File: config.mk
export PLATFORM = sky130hd
export DESIGN_NAME = tone_shaper
export DESIGN_NICKNAME = d
export VERILOG_FILES = /design/src/rtl/tone_shaper.sv
export SDC_FILE = /design/constraint.sdc
export NUM_CORES = 1
export LEC_CHECK = 0
export BUFFER_PORTS_ARGS = -buffer_cell sky130_fd_sc_hd__buf_2
export CAP_MARGIN = 25
export CORE_MARGIN = 2
export CORE_UTILIZATION = 42
export DETAILED_ROUTE_END_ITERATION = 12
export PLACE_DENSITY = 0.64
export SLEW_MARGIN = 0
export SYNTH_ARGS = -nofsm -noshare
export SYNTH_HDL_FRONTEND = slang
export SYNTH_SLANG_ARGS = --single-unit
File: constraint.sdc
create_clock -name clk -period 9.8 [get_ports clk]
set_clock_uncertainty 0.2 [all_clocks]
set_input_delay 0.98 -clock clk [delete_from_list [all_inputs] [get_ports clk]]
set_output_delay 0.98 -clock clk [all_outputs]
set_load 0.02 [all_outputs]
File: src/rtl/tone_shaper.sv
// Tone envelope and waveform shaper: tracks oscillator phase, holds full volume while
// steps arrive, fades out after a quiet period, and drives a scaled sample plus PWM.
module tone_shaper #(
   parameter int IDLE_TIMEOUT = 1024,
   parameter int FADE_STEP    = 256
) (
   input  logic       clk,
   input  logic       nRst,
   input  logic       step,
   input  logic [1:0] wave_sel,
   input  logic       mute,
   output logic [7:0] sample,
   output logic       pwm_out,
   output logic       busy
);

   localparam int GAP_W  = $clog2(IDLE_TIMEOUT + 1);
   localparam int FADE_W = $clog2(FADE_STEP + 1);
   localparam logic [GAP_W-1:0]  GAP_MAX  = GAP_W'(IDLE_TIMEOUT - 1);
   localparam logic [FADE_W-1:0] FADE_MAX = FADE_W'(FADE_STEP - 1);

   typedef enum logic [1:0] {
      ST_IDLE = 2'd0,
      ST_PLAY = 2'd1,
      ST_FADE = 2'd2
   } state_t;

   state_t            state_q,   state_d;
   logic [7:0]        phase_q,   phase_d;
   logic [3:0]        vol_q,     vol_d;
   logic [GAP_W-1:0]  gap_q,     gap_d;
   logic [FADE_W-1:0] fade_q,    fade_d;
   logic [7:0]        pwm_cnt_q, pwm_cnt_d;
   logic [7:0]        sample_q,  sample_d;
   logic              pwm_out_q, pwm_out_d;
   logic              busy_q,    busy_d;

   function automatic logic [7:0] wave_value(input logic [7:0] p, input logic [1:0] sel);
      case (sel)
         2'd0:    wave_value = p[7] ? 8'hFF : 8'h00;
         2'd1:    wave_value = p;
         2'd2:    wave_value = p[7] ? {~p[6:0], 1'b0} : {p[6:0], 1'b0};
         default: wave_value = 8'h00;
      endcase
   endfunction

   // Full 12-bit product keeps the top bits; dropping the low nibble divides by 16.
   function automatic logic [7:0] scale_amp(input logic [7:0] w, input logic [3:0] v);
      logic [11:0] prod;
      prod      = {4'b0, w} * {8'b0, v};
      scale_amp = prod[11:4];
   endfunction

   always_comb begin
      state_d   = state_q;
      phase_d   = phase_q;
      vol_d     = vol_q;
      gap_d     = gap_q;
      fade_d    = '0;
      pwm_cnt_d = pwm_cnt_q + 8'd1;

      if (step) begin
         gap_d = '0;
      end else if (gap_q != GAP_MAX) begin
         gap_d = gap_q + 1'b1;
      end

      // A step always wins, even over a fade decrement landing on the same cycle.
      if (step) begin
         phase_d = phase_q + 8'd1;
         state_d = ST_PLAY;
         vol_d   = 4'd15;
      end else begin
         case (state_q)
            ST_PLAY: begin
               if (gap_q == GAP_MAX) state_d = ST_FADE;
            end
            ST_FADE: begin
               if (fade_q == FADE_MAX) begin
                  vol_d = vol_q - 4'd1;
                  if (vol_q == 4'd1) begin
                     state_d = ST_IDLE;
                     phase_d = 8'd0;
                  end
               end else begin
                  fade_d = fade_q + 1'b1;
               end
            end
            default: ;
         endcase
      end

      if (mute || state_q == ST_IDLE || wave_sel == 2'd3) begin
         sample_d = 8'd0;
      end else begin
         sample_d = scale_amp(wave_value(phase_q, wave_sel), vol_q);
      end

      pwm_out_d = (pwm_cnt_q < sample_q);
      busy_d    = (state_d != ST_IDLE);
   end

   always_ff @(posedge clk or negedge nRst) begin
      if (!nRst) begin
         state_q   <= ST_IDLE;
         phase_q   <= '0;
         vol_q     <= '0;
         gap_q     <= '0;
         fade_q    <= '0;
         pwm_cnt_q <= '0;
         sample_q  <= '0;
         pwm_out_q <= 1'b0;
         busy_q    <= 1'b0;
      end else begin
         state_q   <= state_d;
         phase_q   <= phase_d;
         vol_q     <= vol_d;
         gap_q     <= gap_d;
         fade_q    <= fade_d;
         pwm_cnt_q <= pwm_cnt_d;
         sample_q  <= sample_d;
         pwm_out_q <= pwm_out_d;
         busy_q    <= busy_d;
      end
   end

   assign sample  = sample_q;
   assign pwm_out = pwm_out_q;
   assign busy    = busy_q;

endmodule
==> flow_summary.toml, run 1 <==
[logic_synthesis]
synth_nets = 419
synth_compound_area_share_pct = 10.8
ys_seq_elements = 52
synthMuxAreaShare_pct = 2.28
synth_area_um2 = 3570
yosys_warnings = 0
synth_xor_area_share_pct = 8.84
postSynthCellCount = 372
synth_edf_count = 0
synthSimpleGateAreaFrac_pct = 20.0
synth_top_family_by_area = "simple AND/OR/NAND/NOR gates"
synth_adder_area_share_pct = 16.7
synth.avg_cell_area_um2 = 9.59
async_flop_share_pct = 100
ys_types = 46
synth_seq_area_share_pct = 36.5
synth_ff_type = "dfrtp_1"

[timing]
finalCritPeriodShare_pct = 45.1
hold_viol = 0
finalSetupViolCount = 0
max_freq_ghz = 0.226
tightest_slew_ns = 0.776
setup_tns_ns = 0
slew_viol_final = 0
fin_crit_ns = 4.42
grt_setup_unrepaired = "no"
max-slew-margin-rel_pct = 48.0

[cts]
cts.path.max_buffers = 2
cts_buffers = 5
cts_root_buf = "clkbuf_8"
hold_buffers = 0
clk_pin_slew_worst_paths_ns = 0.09
cts_sinks = 52
worstSkewPairLatency_ns = 0.30
cts_resized = 0
cts_max_level = 2
tritoncts = "yes"
post-cts-setup-buffer-count = 0

[critical_path]
crit_buf_inv = 3
arrival_ns = 4.45
crit_path_end_kind = "flip-flop"
worstPathCellList = "buf_2 -> nor2b_4 -> a221o_1 -> and2_1 -> fa_1 -> inv_1 -> fa_1 -> inv_1 -> ha_1 -> a21o_1 -> a41oi_2 -> o21bai_4 -> o31ai_2 -> mux2i_1"
critPathRequiredTime_ns = 9.83
crit_fanout = 14
cpMaxStageDelayCell = "fa_1"
critical_path.top_delay_family = "adder cells"
worstSetupPathType = "primary input to flip-flop"
critPathLaunchType = "primary input"
slowest_delay_ns = 0.53

[placement]
port_buffers = 15
dp.cells = 484
gp_congestion = 0.822
hpwlAfterDp_mm = 4.83

[grt]
grt_usage_pct = 15.5
antenna_found_initial = 0
first_global_vias = 2562
grt-ovfl-total = 0
grt_pass1_wl_mm = 11.4
grt_max_degree = 53

[layout]
fin_cells = 492
multiInputGateArea_um2 = 2090
area_delta_synth_final_pct = 8.38
fillCellCount = 796
antenna_cells = 0
ff_latch_area_um2 = 1300
finalNetCount = 433
drive_above_1_share_pct = 9.04

[floorplan]
core-area_um2 = 8220
die_area_um2 = 9250
chipWidth_um = 96.2
row_count = 33
die_h_um = 96.2
io_pins = 16
start_util_pct = 43.4

[route]
dr_wl_met3_um = 170
met1_length_mm = 3.11
drtAntennaViolNets = 0
drt-total-wl_mm = 6.36
drc = 0
highest_layer = "met4"
route.met2.wl_mm = 3.00
drt_first_pass_iters = 4
wl_per_cell_um = 12.9
drt-vias-per-instance = 5.20
vias = 2557
drt_iter0_markers = 75

[power]
vdd_ir_drop_max_mv = 0.0926
power.density_nw_per_um2 = 159
leakage_nw = 1.86

[status]
status = "completed"

[hold_path]
hp-class = "flip-flop to flip-flop"

[flow_run]
max_cap_viol_count = 0
==> routing by layer <==
layer | track usage [%] | vias up
met5 | 0 | -
met3 | 2.74 | 9
li1 | - | 1274
met1 | 20.6 | 1248
met2 | 25.8 | 26
met4 | 4.88 | 0
==> worst reg2reg max path, cell delays in order, from the launching register on <==
cell	delay, ns
dfrtp_1	0.55
a21boi_0	0.20
a221o_1	0.38
and2_1	0.20
fa_1	0.53
inv_1	0.05
fa_1	0.53
inv_1	0.04
ha_1	0.33
a21o_1	0.20
a41oi_2	0.26
o21bai_4	0.14
o31ai_2	0.23
mux2i_1	0.22
==> path summary, 6_finish.rpt <==
kind	from	endpoint	slack (ns)	cells after the start
setup / recovery	wave_sel[1]	sample[4]	5.38	14
hold / removal	pwm_cnt_q[7]	pwm_cnt_q[7]	0.28	1
setup reg to reg	phase_q[7]	sample[4]	5.68	13
hold reg to reg	pwm_cnt_q[7]	pwm_cnt_q[7]	0.28	1
max in group asynchronous	nRst	phase_q[6]	8.38	2
min in group asynchronous	nRst	sample[3]	0.56	2
==> per-stage QoR <==
stage | total power [W] | utilization (%) | worst slack (ns) | hold WS, ns | instance area, um2
detailed placement | 0.000462 | 45.5 | 5.06 | 0.277 | 3740
CTS | 0.000621 | 47.1 | 5.39 | 0.294 | 3870
finish | 0.000613 | 47.1 | 5.38 | 0.284 | 3870
global route | 0.000664 | 47.1 | 5.16 | 0.307 | 3870
floorplan | 0.000410 | - | 5.35 | 0.248 | 3570
global placement | 0.000455 | 45.4 | 5.15 | 0.271 | 3730
==> Yosys cell counts, drive strengths merged, types with 7 or more instances <==
cell	instances	area (um2)
xnor2	22	193
nand2	32	120
dfrtp	52	1300
nor2	38	143
nand3	16	80.1
nor2b	13	88.8
a22o	7	61.3
nand2b	15	93.8
mux2i	7	70.1
ha	30	375
fa	11	220
clkbuf	8	30.0
a21oi	9	45.0
xor2	14	123
inv	34	128
==> layout make-up <==
cell class,instances,share of cell area [%]
Clock inverter,1,0.777
Clock buffer,7,2.49
Tap cell,105,3.40
Timing Repair Buffer,17,2.33
Sequential cell,52,33.7
Multi-Input combinational cell,276,54.0
Inverter,34,3.30
==> where the power goes <==
group	internal, W	switching [W]
sequential	0.000232	0.0000227
combinational	0.0000844	0.000115
clock	0.0000901	0.0000686
total	0.000406	0.000207
==> state kept, by name, indices dropped and copies added, names as in the netlist <==
name,count
pwm_out,1
phase_q,8
pwm_cnt_q,8
state_q,2
vol_q,4
fade_q,9
gap_q,11
sample,8
busy,1
==> cell families after synthesis <==
logic type	after synthesis
simple gates	141
buf+inv	44
mux	8
fa+ha+maj	41
compound gates	50
xor+xnor	36
flops	52
==> layout by cell type, fill, tap and decap left out, types with 3 or more instances in the layout <==
cell type  count
a21o_1         5
a21oi_1        9
a22o_1         7
a22oi_1        5
and2_1         4
and3_1         4
buf_2         15
clkbuf_8       7
dfrtp_1       52
fa_1          11
ha_1          30
inv_1         34
mux2i_1        7
nand2_1       32
nand2b_1      15
nand3_1       16
nand4_1        3
nor2_1        38
nor2b_1       12
nor3_1         6
o21ai_0        6
xnor2_1       22
xor2_1        14
Note: power is estimated with default switching activity, not from simulation.
==> run 2, diff against run 1 <==
- clock period: 9.8 -> 4.4 ns (I/O delays scaled with it)
==> run 2 against run 1 <==
Compared with the run above:
- wire length grew 1.7%
- largest power group unchanged
- sequential power is 120% higher
- die area unchanged
- worst setup slack worse by 4.9 ns
- utilization about the same
- power is 120% higher
- via count shrank 0.86%
- first-iteration DRC count up 11%
- final area about the same
- highest routed layer unchanged
==> flow_summary.toml, run 2 (synthesis gave the netlist of run 1 again) <==
[critical_path]
crit_fanout = 6
rrSetupSlack_ns = 0.46
critPathRequiredTime_ns = 4.44
arrival_ns = 3.98
crit_path_end_kind = "flip-flop"
crit-reg2reg-launch = "phase_q[0]"
critPathLaunchType = "flip-flop"
crit_path_start = "phase_q[0]"
r2r_end = "sample[7]"
ff2ff_path_depth = 13
worstSetupPathType = "flip-flop to flip-flop"

[power]
power.density_nw_per_um2 = 347
power_w = 0.00134
vdd_ir_drop_max_mv = 0.195
leakage_nw = 1.85

[cts]
hold_buffers = 0
cts_max_level = 2
cts_sinks = 52
cts_buffers = 5
cts_root_buf = "clkbuf_8"
worstSkewPairLatency_ns = 0.31
cts.path.max_buffers = 2
tritoncts = "yes"
cts_resized = 0
clk_pin_slew_worst_paths_ns = 0.09
post-cts-setup-buffer-count = 0

[timing]
hold_viol = 0
finalCritPeriodShare_pct = 89.5
setup_tns_ns = 0
max_freq_ghz = 0.254
slew_viol_final = 0
finalSetupViolCount = 0
grt_setup_unrepaired = "no"
tightest_slew_ns = 0.763
fin_crit_ns = 3.94
hold_ws_ns = 0.0283
max-slew-margin-rel_pct = 48.9

[layout]
largest_reg_flops = 11
final_common_cell = "dfrtp_1"
final_util_pct = 47.0
antenna_cells = 0
drive_above_1_share_pct = 9.51
fillCellCount = 801
area_delta_synth_final_pct = 8.31
final_cell_mix = "dfrtp_1 (52), nor2_1 (38), inv_1 (34)"
top_regs = "gap_q x11, fade_q x9"
max_flop_register = "gap_q"
finalNetCount = 435

[route]
drt-vias-per-instance = 5.13
drt-total-wl_mm = 6.47
wl_per_cell_um = 13.1
drtAntennaViolNets = 0
drc = 0
drt_iter0_markers = 83
drt_first_pass_iters = 4
vias = 2535

[flow_run]
max_cap_viol_count = 0

[floorplan]
die_h_um = 96.2
chipWidth_um = 96.2
die_area_um2 = 9250
io_pins = 16
start_util_pct = 43.4
core-area_um2 = 8220
row_count = 33

[grt]
grt_usage_pct = 16.2
grt_pass1_wl_mm = 11.8
antenna_found_initial = 0
first_global_vias = 2605
grt-ovfl-total = 0
grt_max_degree = 53

[placement]
hpwlAfterDp_mm = 4.97
port_buffers = 15
gp_congestion = 0.861

[hold_path]
hp-class = "primary input to asynchronous set/reset pin"

[status]
status = "completed"
==> run 2: cell count changes in the layout (fill, tap and decap cells not counted) <==
| cell | change |
|---|---|
| buf_4 | +1 |
| buf_2 | +1 |
| clkinvlp_4 | +1 |
| clkinv_2 | +1 |
| clkbuf_8 | -2 |
==> run 2: per-layer routing <==
metal | up-vias | share of wire (%) | track usage (%)
met3 | 9 | 2.8 | 3.76
met2 | 23 | 47 | 27.7
li1 | 1274 | - | -
met5 | - | 0 | 0
met1 | 1229 | 49 | 20.9
met4 | 0 | 1.2 | 3.45
==> run 2: worst max-delay path by stage <==
stage	endpoint	slack (ns)	cells after the start
global route	sample[5]	0.25	13
finish	sample[7]	0.46	13
detailed placement	sample[4]	0.21	14
global placement	sample[4]	0.28	14
floorplan	sample[4]	0.49	14
CTS	sample[4]	0.44	13
==> run 2: layout make-up <==
type	instances	area, um2	area share (%)
timing repair buffer	19	103	2.66
sequential	52	1300	33.7
multi-input combinational	276	2090	54.1
inverter	34	128	3.30
tap	105	131	3.40
clock inverter	3	42.5	1.10
clock buffer	5	68.8	1.78
==> run 2: report_power, final <==
group          internal (W)  total [W]  switching (W)
combinational      0.000190   0.000448       0.000258
clock              0.000168   0.000328       0.000160
sequential         0.000516   0.000564      0.0000484
==> run 2: through the flow <==
stage	setup WS [ns]	instance area, um2	cells
CTS	0.438	3860	494
finish	0.463	3860	494
detailed placement	0.209	3750	486
floorplan	0.492	3570	372
global route	0.255	3860	494
global placement	0.285	3750	485
==> run 2: worst max-delay path, cell delays in order, from the launching register on <==
cell and delay (ns):
dfrtp_1 0.45, a21boi_0 0.13, a221o_1 0.37, and2_1 0.20, fa_1 0.54, inv_1 0.05
fa_1 0.53, inv_1 0.04, ha_1 0.33, a21o_1 0.20, a41oi_2 0.25, o21bai_4 0.13
o31ai_2 0.22, mux2i_1 0.21
